[config.mk]
export PLATFORM = sky130hd
export DESIGN_NAME = backprop_sequencer
export DESIGN_NICKNAME = d
export VERILOG_FILES = /design/src/rtl/bp_seq_pkg.sv /design/src/rtl/bp_beat_counter.sv /design/src/rtl/backprop_sequencer.sv
export SDC_FILE = /design/constraint.sdc
export NUM_CORES = 1
export LEC_CHECK = 0
export ABC_AREA = 1
export CAP_MARGIN = 5
export CELL_PAD_IN_SITES_DETAIL_PLACEMENT = 0
export CELL_PAD_IN_SITES_GLOBAL_PLACEMENT = 1
export CORE_MARGIN = 2
export CORE_UTILIZATION = 30
export CTS_BUF_LIST = sky130_fd_sc_hd__clkbuf_4 sky130_fd_sc_hd__clkbuf_8 sky130_fd_sc_hd__clkbuf_16
export CTS_CLUSTER_SIZE = 24
export DETAILED_ROUTE_END_ITERATION = 16
export PLACE_DENSITY = 0.73
export SLEW_MARGIN = 20
export SYNTH_ARGS = -nofsm -noshare
export SYNTH_HDL_FRONTEND = slang
export SYNTH_SLANG_ARGS = --single-unit
[constraint.sdc]
create_clock -name clk -period 2.19 [get_ports clk]
set_input_delay 0.438 -clock clk [delete_from_list [all_inputs] [get_ports clk]]
set_output_delay 0.438 -clock clk [all_outputs]
set_load 0.01 [all_outputs]
[src/rtl/bp_seq_pkg.sv]
// Shared types for the backprop sequencer: FSM state encoding and index width.
package bp_seq_pkg;

  localparam int IDX_W = 32;

  typedef enum logic [2:0] {
    IDLE,
    CLEAR,
    ACCUM,
    PROP,
    COPY,
    DRAIN,
    DONE
  } bp_seq_state_t;

endpackage

[src/rtl/bp_beat_counter.sv]
// Modulo-SIZE counter with enable and sync clear; terminal marks the last count value.
module bp_beat_counter
  import bp_seq_pkg::*;
#(
  parameter int SIZE = 3
) (
  input  logic             clk,
  input  logic             reset,
  input  logic             clear,
  input  logic             enable,
  output logic [IDX_W-1:0] count,
  output logic             terminal
);

  assign terminal = (count == IDX_W'(SIZE - 1));

  always_ff @(posedge clk) begin
    if (reset || clear) begin
      count <= '0;
    end else if (enable) begin
      count <= terminal ? '0 : count + IDX_W'(1);
    end
  end

endmodule

[src/rtl/backprop_sequencer.sv]
// Sequences one backprop_stack through a full backward pass: per-layer fill
// (clear, accumulate rows, propagate) followed by per-layer drain of dc_dw rows.
module backprop_sequencer
  import bp_seq_pkg::*;
#(
  parameter int SIZE           = 3,
  parameter int MAX_LAYER_SIZE = 10
) (
  input  logic             clk,
  input  logic             reset,
  input  logic             start,
  input  logic [IDX_W-1:0] num_layers,
  input  logic             row_valid,
  output logic             row_ready,
  output logic             stack_clear,
  output logic             stack_copy,
  output logic             stack_cal_dy_dy_old,
  output logic [IDX_W-1:0] current_layer_index,
  output logic [IDX_W-1:0] dc_dw_layer_index,
  output logic             dc_dw_valid,
  output logic             dc_dw_last,
  output logic             busy,
  output logic             done,
  output logic             error
);

  bp_seq_state_t    state_q, state_d;
  logic [IDX_W-1:0] k_q, k_d;
  logic [IDX_W-1:0] n_q, n_d;
  logic             error_q, error_d;
  logic             valid_q;
  logic             last_q, last_d;
  logic             beat_term, col_term;
  logic [IDX_W-1:0] unused_beat_count;
  logic [IDX_W-1:0] col_count;
  logic             last_layer;

  bp_beat_counter #(.SIZE(SIZE)) u_beat_cnt (
    .clk      (clk),
    .reset    (reset),
    .clear    (state_q != ACCUM),
    .enable   ((state_q == ACCUM) && row_valid),
    .count    (unused_beat_count),
    .terminal (beat_term)
  );

  bp_beat_counter #(.SIZE(SIZE)) u_col_cnt (
    .clk      (clk),
    .reset    (reset),
    .clear    (state_q != DRAIN),
    .enable   (state_q == DRAIN),
    .count    (col_count),
    .terminal (col_term)
  );

  assign last_layer = (k_q == n_q - IDX_W'(1));

  always_comb begin
    state_d = state_q;
    k_d     = k_q;
    n_d     = n_q;
    error_d = 1'b0;
    last_d  = (state_q == DRAIN) && col_term && last_layer;
    case (state_q)
      IDLE: begin
        if (start) begin
          if ((num_layers >= IDX_W'(1)) && (num_layers <= IDX_W'(MAX_LAYER_SIZE - 1))) begin
            n_d     = num_layers;
            k_d     = '0;
            state_d = CLEAR;
          end else begin
            error_d = 1'b1;
          end
        end
      end
      CLEAR: state_d = ACCUM;
      ACCUM: if (row_valid && beat_term) state_d = PROP;
      PROP: begin
        if (!last_layer) begin
          k_d     = k_q + IDX_W'(1);
          state_d = CLEAR;
        end else begin
          k_d     = '0;
          state_d = COPY;
        end
      end
      COPY: state_d = DRAIN;
      DRAIN: begin
        if (col_term) begin
          if (last_layer) begin
            state_d = DONE;
          end else begin
            k_d     = k_q + IDX_W'(1);
            state_d = COPY;
          end
        end
      end
      DONE: begin
        k_d     = '0;
        state_d = IDLE;
      end
      default: state_d = IDLE;
    endcase
  end

  // dc_dw_valid/last trail DRAIN by one cycle to line up with the stack's registered dc_dw.
  always_ff @(posedge clk) begin
    if (reset) begin
      state_q <= IDLE;
      k_q     <= '0;
      n_q     <= '0;
      error_q <= 1'b0;
      valid_q <= 1'b0;
      last_q  <= 1'b0;
    end else begin
      state_q <= state_d;
      k_q     <= k_d;
      n_q     <= n_d;
      error_q <= error_d;
      valid_q <= (state_q == DRAIN);
      last_q  <= last_d;
    end
  end

  assign row_ready           = (state_q == ACCUM);
  assign stack_clear         = (state_q == CLEAR);
  assign stack_copy          = (state_q == COPY);
  assign stack_cal_dy_dy_old = (state_q == PROP);
  assign current_layer_index = k_q;
  assign dc_dw_layer_index   = (state_q == DRAIN) ? col_count : '0;
  assign dc_dw_valid         = valid_q;
  assign dc_dw_last          = last_q;
  assign busy                = (state_q != IDLE);
  assign done                = (state_q == DONE);
  assign error               = error_q;

endmodule

==> results of run 1 <==
## cell type report
| class | count | area (sq um) | area share [%] |
|---|---|---|---|
| clock inverters | 13 | 194 | 1.40 |
| multi-input cells | 1086 | 6100 | 44.0 |
| well taps | 396 | 495 | 3.57 |
| repair buffers | 357 | 3070 | 22.1 |
| inverters | 226 | 865 | 6.24 |
| flip-flops and latches | 134 | 2710 | 19.5 |
| clock buffers | 18 | 433 | 3.12 |
## cells in the final DEF (no fill, tap or decap), types with 6 or more instances in the layout
cell	netlist	final
buf_4	1	226
or2_2	6	6
nand2_2	29	55
nor2_1	212	179
clkbuf_16	0	17
clkdlybuf4s50_1	0	69
a21oi_1	55	43
dlygate4sd2_1	0	20
nor2_4	11	21
clkdlybuf4s15_1	0	6
xor2_1	33	33
nor3_1	56	50
buf_6	4	12
buf_12	2	7
buf_2	2	7
nand2_1	345	313
nor3_4	3	6
inv_6	0	6
inv_1	219	213
nand3_1	113	100
nor2_2	14	37
dfxtp_1	134	122
nand3b_1	7	7
nand3_2	2	12
nand4_1	50	50
nand2_4	3	7
nor4_1	25	21
a21oi_2	18	30
dfxtp_2	0	8
nor3_2	3	6
xnor2_1	21	21
o21ai_0	27	24
## path summary, 6_finish.rpt
path | startpoint | to | slack [ns]
worst max register to register | n_q[1] | current_layer_index[30] | -0.30
worst min-delay path | reset | dc_dw_valid | 0.45
worst max-delay path | n_q[1] | current_layer_index[30] | -0.30
worst min register to register | u_col_cnt.count[24] | u_col_cnt.count[24] | 0.47
## cells by family (layout without fill, tap and decap cells)
group	Yosys count	count (layout)	synth area share [%]
XOR/XNOR	55	55	5.33
buffers and inverters	262	614	11.4
flip-flops	134	134	28.8
adder cells (fa/ha/maj)	6	6	0.807
AO/OA/AOI/OAI	131	131	8.58
AND/OR/NAND/NOR	894	894	45.0
## layer usage
metal  up-vias  GRT usage [%]
met3        55           3.03
met4         0           6.26
met2       272           33.0
li1       5434              -
met1      4966           27.1
met5         -              0
## worst register-to-register path: cells and delay by family (launching register included)
family / cells / cell delay (ns)
buf+inv: 5 / 0.63
flops: 1 / 0.34
simple gates: 10 / 1.35
compound gates: 1 / 0.05
## state kept, by name (all words and copies together), names as in the netlist
name	cells
u_beat_cnt.count	32
state_q	3
dc_dw_last	1
u_col_cnt.count	32
error	1
current_layer_index	32
n_q	32
dc_dw_valid	1
## through the flow
step	utilization (%)	setup TNS, ns	setup WS [ns]	hold WS [ns]	instance area (sq um)
6_report	45.3	-9.22	-0.296	0.453	13900
5_1_grt	45.3	-14.29	-0.425	0.445	13900
4_1_cts	43.6	-6.19	-0.217	0.436	13300
3_5_place_dp	40.6	-29.48	-0.460	0.462	12400
3_3_place_gp	40.6	-26.75	-0.401	0.456	12400
2_1_floorplan	-	0	0.0136	0.430	9310
## power breakdown
| group | switching [mW] | internal [mW] | total (mW) |
|---|---|---|---|
| Sequential | 0.000709 | 2.43 | 2.43 |
| Clock | 1.22 | 1.93 | 3.15 |
| Combinational | 0.0611 | 0.0817 | 0.143 |
## timing repair
action	in CTS	in global routing
pin swaps	27	35
setup buffers	9	19
gates resized for setup	144	116
cloned	1	0
setup endpoints to repair	81	98
==> impl_metrics.ini, run 1 <==
[cts]
cts.sink_count = 134
cts_root_buffer = clkbuf_16
cts.htree.levels = 4
clk_pin_slew_ns = 0.06
clk-insertion-delay-late_ns = 0.43
cts_buffers = 17
cts_max_path_buffers = 2
cts_hold_buffers = 0
clock_tree_from_tritoncts = done

[floorplan]
rows = 64
fp.dieArea_sq_mm = 0.0324
die_height_um = 180
floorplan.die.width_um = 180
core_area_sq_mm = 0.0306
num_io_pins = 109
initial_core_util_pct = 30.4

[sta]
fin_ws_ns = -0.296
timing.max_slew.rel_slack_pct = 37.9
hold_viol = 0
skew_ns = 0.0110
worst_pin_slew_ns = 0.925
final_min_period_over_clock_period_pct = 113
maxSlewViolCount = 0
max_freq_ghz = 0.402
endpoints_failing_setup = 37
timing.final.crit_period_ns = 2.49
grt_setup_unrepaired = yes

[yosys]
synth_top_cell_by_area = dfxtp_1
mappedNetlistArea_sq_mm = 0.00930
netlist_top_cells_area = dfxtp_1 29%, nand2_1 14%, inv_1 8.8%
synth_warnings = 0
syn_nets = 1524
synth-async-reset-ratio_pct = 0
syn-mean-instance-area_sq_um = 6.28
seq_area_frac_synth_pct = 28.8
yosys.cell_count.top_type = nand2_1
synth_top_area_share_pct = 28.8
syn_inst = 1482
flop_and_latch_count_out_of_synthesis = 134
synth_edf_count = 0
netlist_top_cells_count = 345 x nand2_1, 219 x inv_1, 212 x nor2_1, 134 x dfxtp_1, 113 x nand3_1
dominantRegCellSynth = dfxtp_1
netlist-cell-type-count = 57

[route]
wire_per_inst_um = 14.8
detailroute.wirelength.met2_mm = 15.2
drt_initial_violations = 614
final_antenna_net_count = 0
wirelength_met1_mm = 15.7
dr_total_vias = 10700
number_of_design_rule_violations_left_after_detail_routing = 0
postRouteWirelength_mm = 33.1
drt_pre_antenna_iters = 5
routed.top_layer = met4
detail_route.vias_per_cell = 4.81
met3_length_mm = 1.36

[worst_setup_path]
required_ns = 2.50
path_max_fanout = 11
path_delay_family = simple AND/OR/NAND/NOR gates
slowest_delay_ns = 0.34
arrival_ns = 2.80
critical_path_depth = 16
cp_num_buf_inv = 5
r2r_cells = 16
path_cells = nor2_2 > nand2_2 > nor2_4 > buf_12 > buf_6 > nand3b_1 > buf_4 > nand2_1 > nand4_1 > nor2_4 > nand4_4 > nand2_8 > inv_6 > buf_12 > nand2_1 > a21oi_2
crit_path_end_kind = register
critPathSlowestCell = dfxtp_2
crit_path_start_kind = register
path_class = reg2reg

[grt]
antenna_found_initial = 0
grt_max_degree = 29
grt_pass1_vias = 10100
grt_first_pass_wirelength_mm = 52.6
grt_usage_pct = 20.1
grt_overflow_total = 0

[finish]
finalNonFillerCells = 2230
nNetsFinal = 1864
area.growth.synth_to_final_pct = 49.0
layout-drive-gt1-share_pct = 28.4
final.fill_count = 3200
antenna_cells_inserted = 0

[status]
violations = setup timing
run_status = complete, but fails checks

[hold_path]
timing.hold.worst_path_depth = 3
hold_path_class = in2reg

[place]
dp.cells = 2171
place.gp.congestion = 0.939
io_buffer_count = 108
dp_hpwl_mm = 26.0

[power_and_ir_drop]
ir_worst_vdd_v = 0.000493
leak_pwr_nw = 6.23
pwr_density_cell_mw_per_mm2 = 413
post_layout_total_power_mw = 5.72

[job]
max-cap-violations = 0
Note: power is estimated with default switching activity, not from simulation.
==> run 2: changes to the inputs <==
PLACE_DENSITY = 0.71   (was 0.73)
clock period = 3 ns   (was 2.19 ns; I/O delays follow)
==> run 2 against run 1 <==
  * The flow now finishes without violations
  * Final area fell by 16%
  * Sequential power fell by 27%
  * Sequential share of layout area increased by 3.7 points
  * Critical endpoint is now dc_dw_layer_index[21]
  * Highest routed layer unchanged
==> impl_metrics.ini, run 2 (synthesized netlist as in run 1, its figures left out) <==
[status]
run_status = finished clean

[worst_setup_path]
path_cells = inv_1 > nor2_2 > nand2_2 > buf_4 > nor2_1 > clkdlybuf4s50_1
arrival_ns = 2.23
critical_path.reg2reg.endpoint = current_layer_index[11]
crit_path_end_kind = output pin
path_max_fanout = 22
r2r_cells = 17
critPathSlowestCell = clkdlybuf4s50_1
slowest_delay_ns = 0.61
worst_r2r_setup_slack_ns = 0.30
crit_path_start_kind = register
required_ns = 2.40
path_class = reg2out
reg2reg_from = n_q[0]

[finish]
finish.utilization_pct = 37.8
mostFrequentLayoutCells = 344 x nand2_1, 219 x inv_1, 212 x nor2_1
nNetsFinal = 1651
area.growth.synth_to_final_pct = 24.5
layout-drive-gt1-share_pct = 10.7
finish.instance_area_sq_mm = 0.0116
antenna_cells_inserted = 0
final_common_cell = nand2_1

[route]
wire_per_inst_um = 15.4
final_antenna_net_count = 0
drt_initial_violations = 633
postRouteWirelength_mm = 31.0
number_of_design_rule_violations_left_after_detail_routing = 0
drt_pre_antenna_iters = 5
dr_total_vias = 9702
detail_route.vias_per_cell = 4.81

[cts]
cts_max_path_buffers = 2
cts_buffers = 17
cts.htree.levels = 4
cts_resized = 0
clk-insertion-delay-late_ns = 0.44
clock_tree_from_tritoncts = done
cts.sink_count = 134
cts_root_buffer = clkbuf_16
cts_hold_buffers = 0
cts_setup_buffers = 0
clk_pin_slew_ns = 0.06

[hold_path]
holdCritStartpoint = u_col_cnt.count[0]
hold_path_class = reg2reg
timing.hold.worst_path_depth = 1
worst_hold_path.endpoint = u_col_cnt.count[0]

[power_and_ir_drop]
leak_pwr_nw = 4.81
ir_worst_vdd_v = 0.000365
pwr_density_cell_mw_per_mm2 = 360

[job]
max-cap-violations = 0

[place]
dp_hpwl_mm = 24.3
place.gp.congestion = 0.871
pre_cts_worst_setup_slack_ns = 0.0890
io_buffer_count = 108
post_dp_cell_area_sq_mm = 0.0109

[sta]
final_min_period_over_clock_period_pct = 94.4
finalSetupTns_ns = 0
max_freq_ghz = 0.353
fin_ws_ns = 0.167
timing.final.crit_period_ns = 2.83
maxSlewViolCount = 0
timing.max_slew.rel_slack_pct = 58.7
worst_pin_slew_ns = 0.616
grt_setup_unrepaired = no
endpoints_failing_setup = 0
hold_viol = 0
skew_ns = 0.0103

[grt]
grt_pass1_vias = 9321
grt_overflow_total = 0
grt_usage_pct = 19.1
antenna_found_initial = 0
grt_first_pass_wirelength_mm = 49.9
grt_max_degree = 29

[floorplan]
floorplan.die.width_um = 180
num_io_pins = 109
core_area_sq_mm = 0.0306
rows = 64
fp.dieArea_sq_mm = 0.0324
die_height_um = 180
initial_core_util_pct = 30.4
## run 2: changes by cell type in the layout (fill, tap and decap cells not counted), moves of 13 or more
cell,delta
nor2_1,+33
dlygate4sd2_1,-20
nor2_2,-24
nand2_2,-25
nand2_1,+31
nand3_1,+13
buf_4,-190
clkdlybuf4s50_1,+38
## run 2: layout make-up
cell class,count,area [sq um]
tap,396,495
fill,3358,19000
clock buffer,18,433
clock inverter,13,195
timing repair buffer,144,1350
multi-input combinational,1086,5570
inverter,226,850
sequential,134,2680
## run 2: per-stage QoR
step	instances	total power [mW]	hold slack, ns
2_1_floorplan	1482	1.85	0.430
5_1_grt	2017	4.30	0.483
4_1_cts	2017	4.21	0.473
3_3_place_gp	1986	1.91	0.454
6_report	2017	4.17	0.470
3_5_place_dp	1986	1.91	0.455
## run 2: how the worst max path moves through the flow
stage                    from  cells past startpoint                 endpoint  slack, ns
5_1_grt                n_q[0]                     15  current_layer_index[23]       0.05
3_5_place_dp   num_layers[11]                     13  current_layer_index[15]       0.09
4_1_cts            state_q[2]                      6    dc_dw_layer_index[21]       0.05
6_report           state_q[2]                      6    dc_dw_layer_index[21]       0.17
2_1_floorplan  num_layers[13]                     10                  n_q[11]       0.71
3_3_place_gp   num_layers[11]                     13  current_layer_index[26]       0.16
## run 2: critical path: cells and delay by family, from the launching register on
kind	cells	cell delay, ns
buf+inv	3	0.94
flops	1	0.41
simple gates	3	0.44
## run 2: metal layers
| layer | vias to the layer above | part of all wire (%) | GRT usage (%) |
|---|---|---|---|
| met1 | 4443 | 48 | 25.5 |
| met5 | - | 0 | 0 |
| met4 | 0 | 1.8 | 5.77 |
| met3 | 34 | 4.3 | 3.64 |
| li1 | 5020 | - | - |
| met2 | 205 | 46 | 31.4 |
## run 2: power by group
part / switching [mW] / internal (mW)
logic: 0.0389 / 0.0479
registers: 0.000515 / 1.78
clock network: 0.890 / 1.41
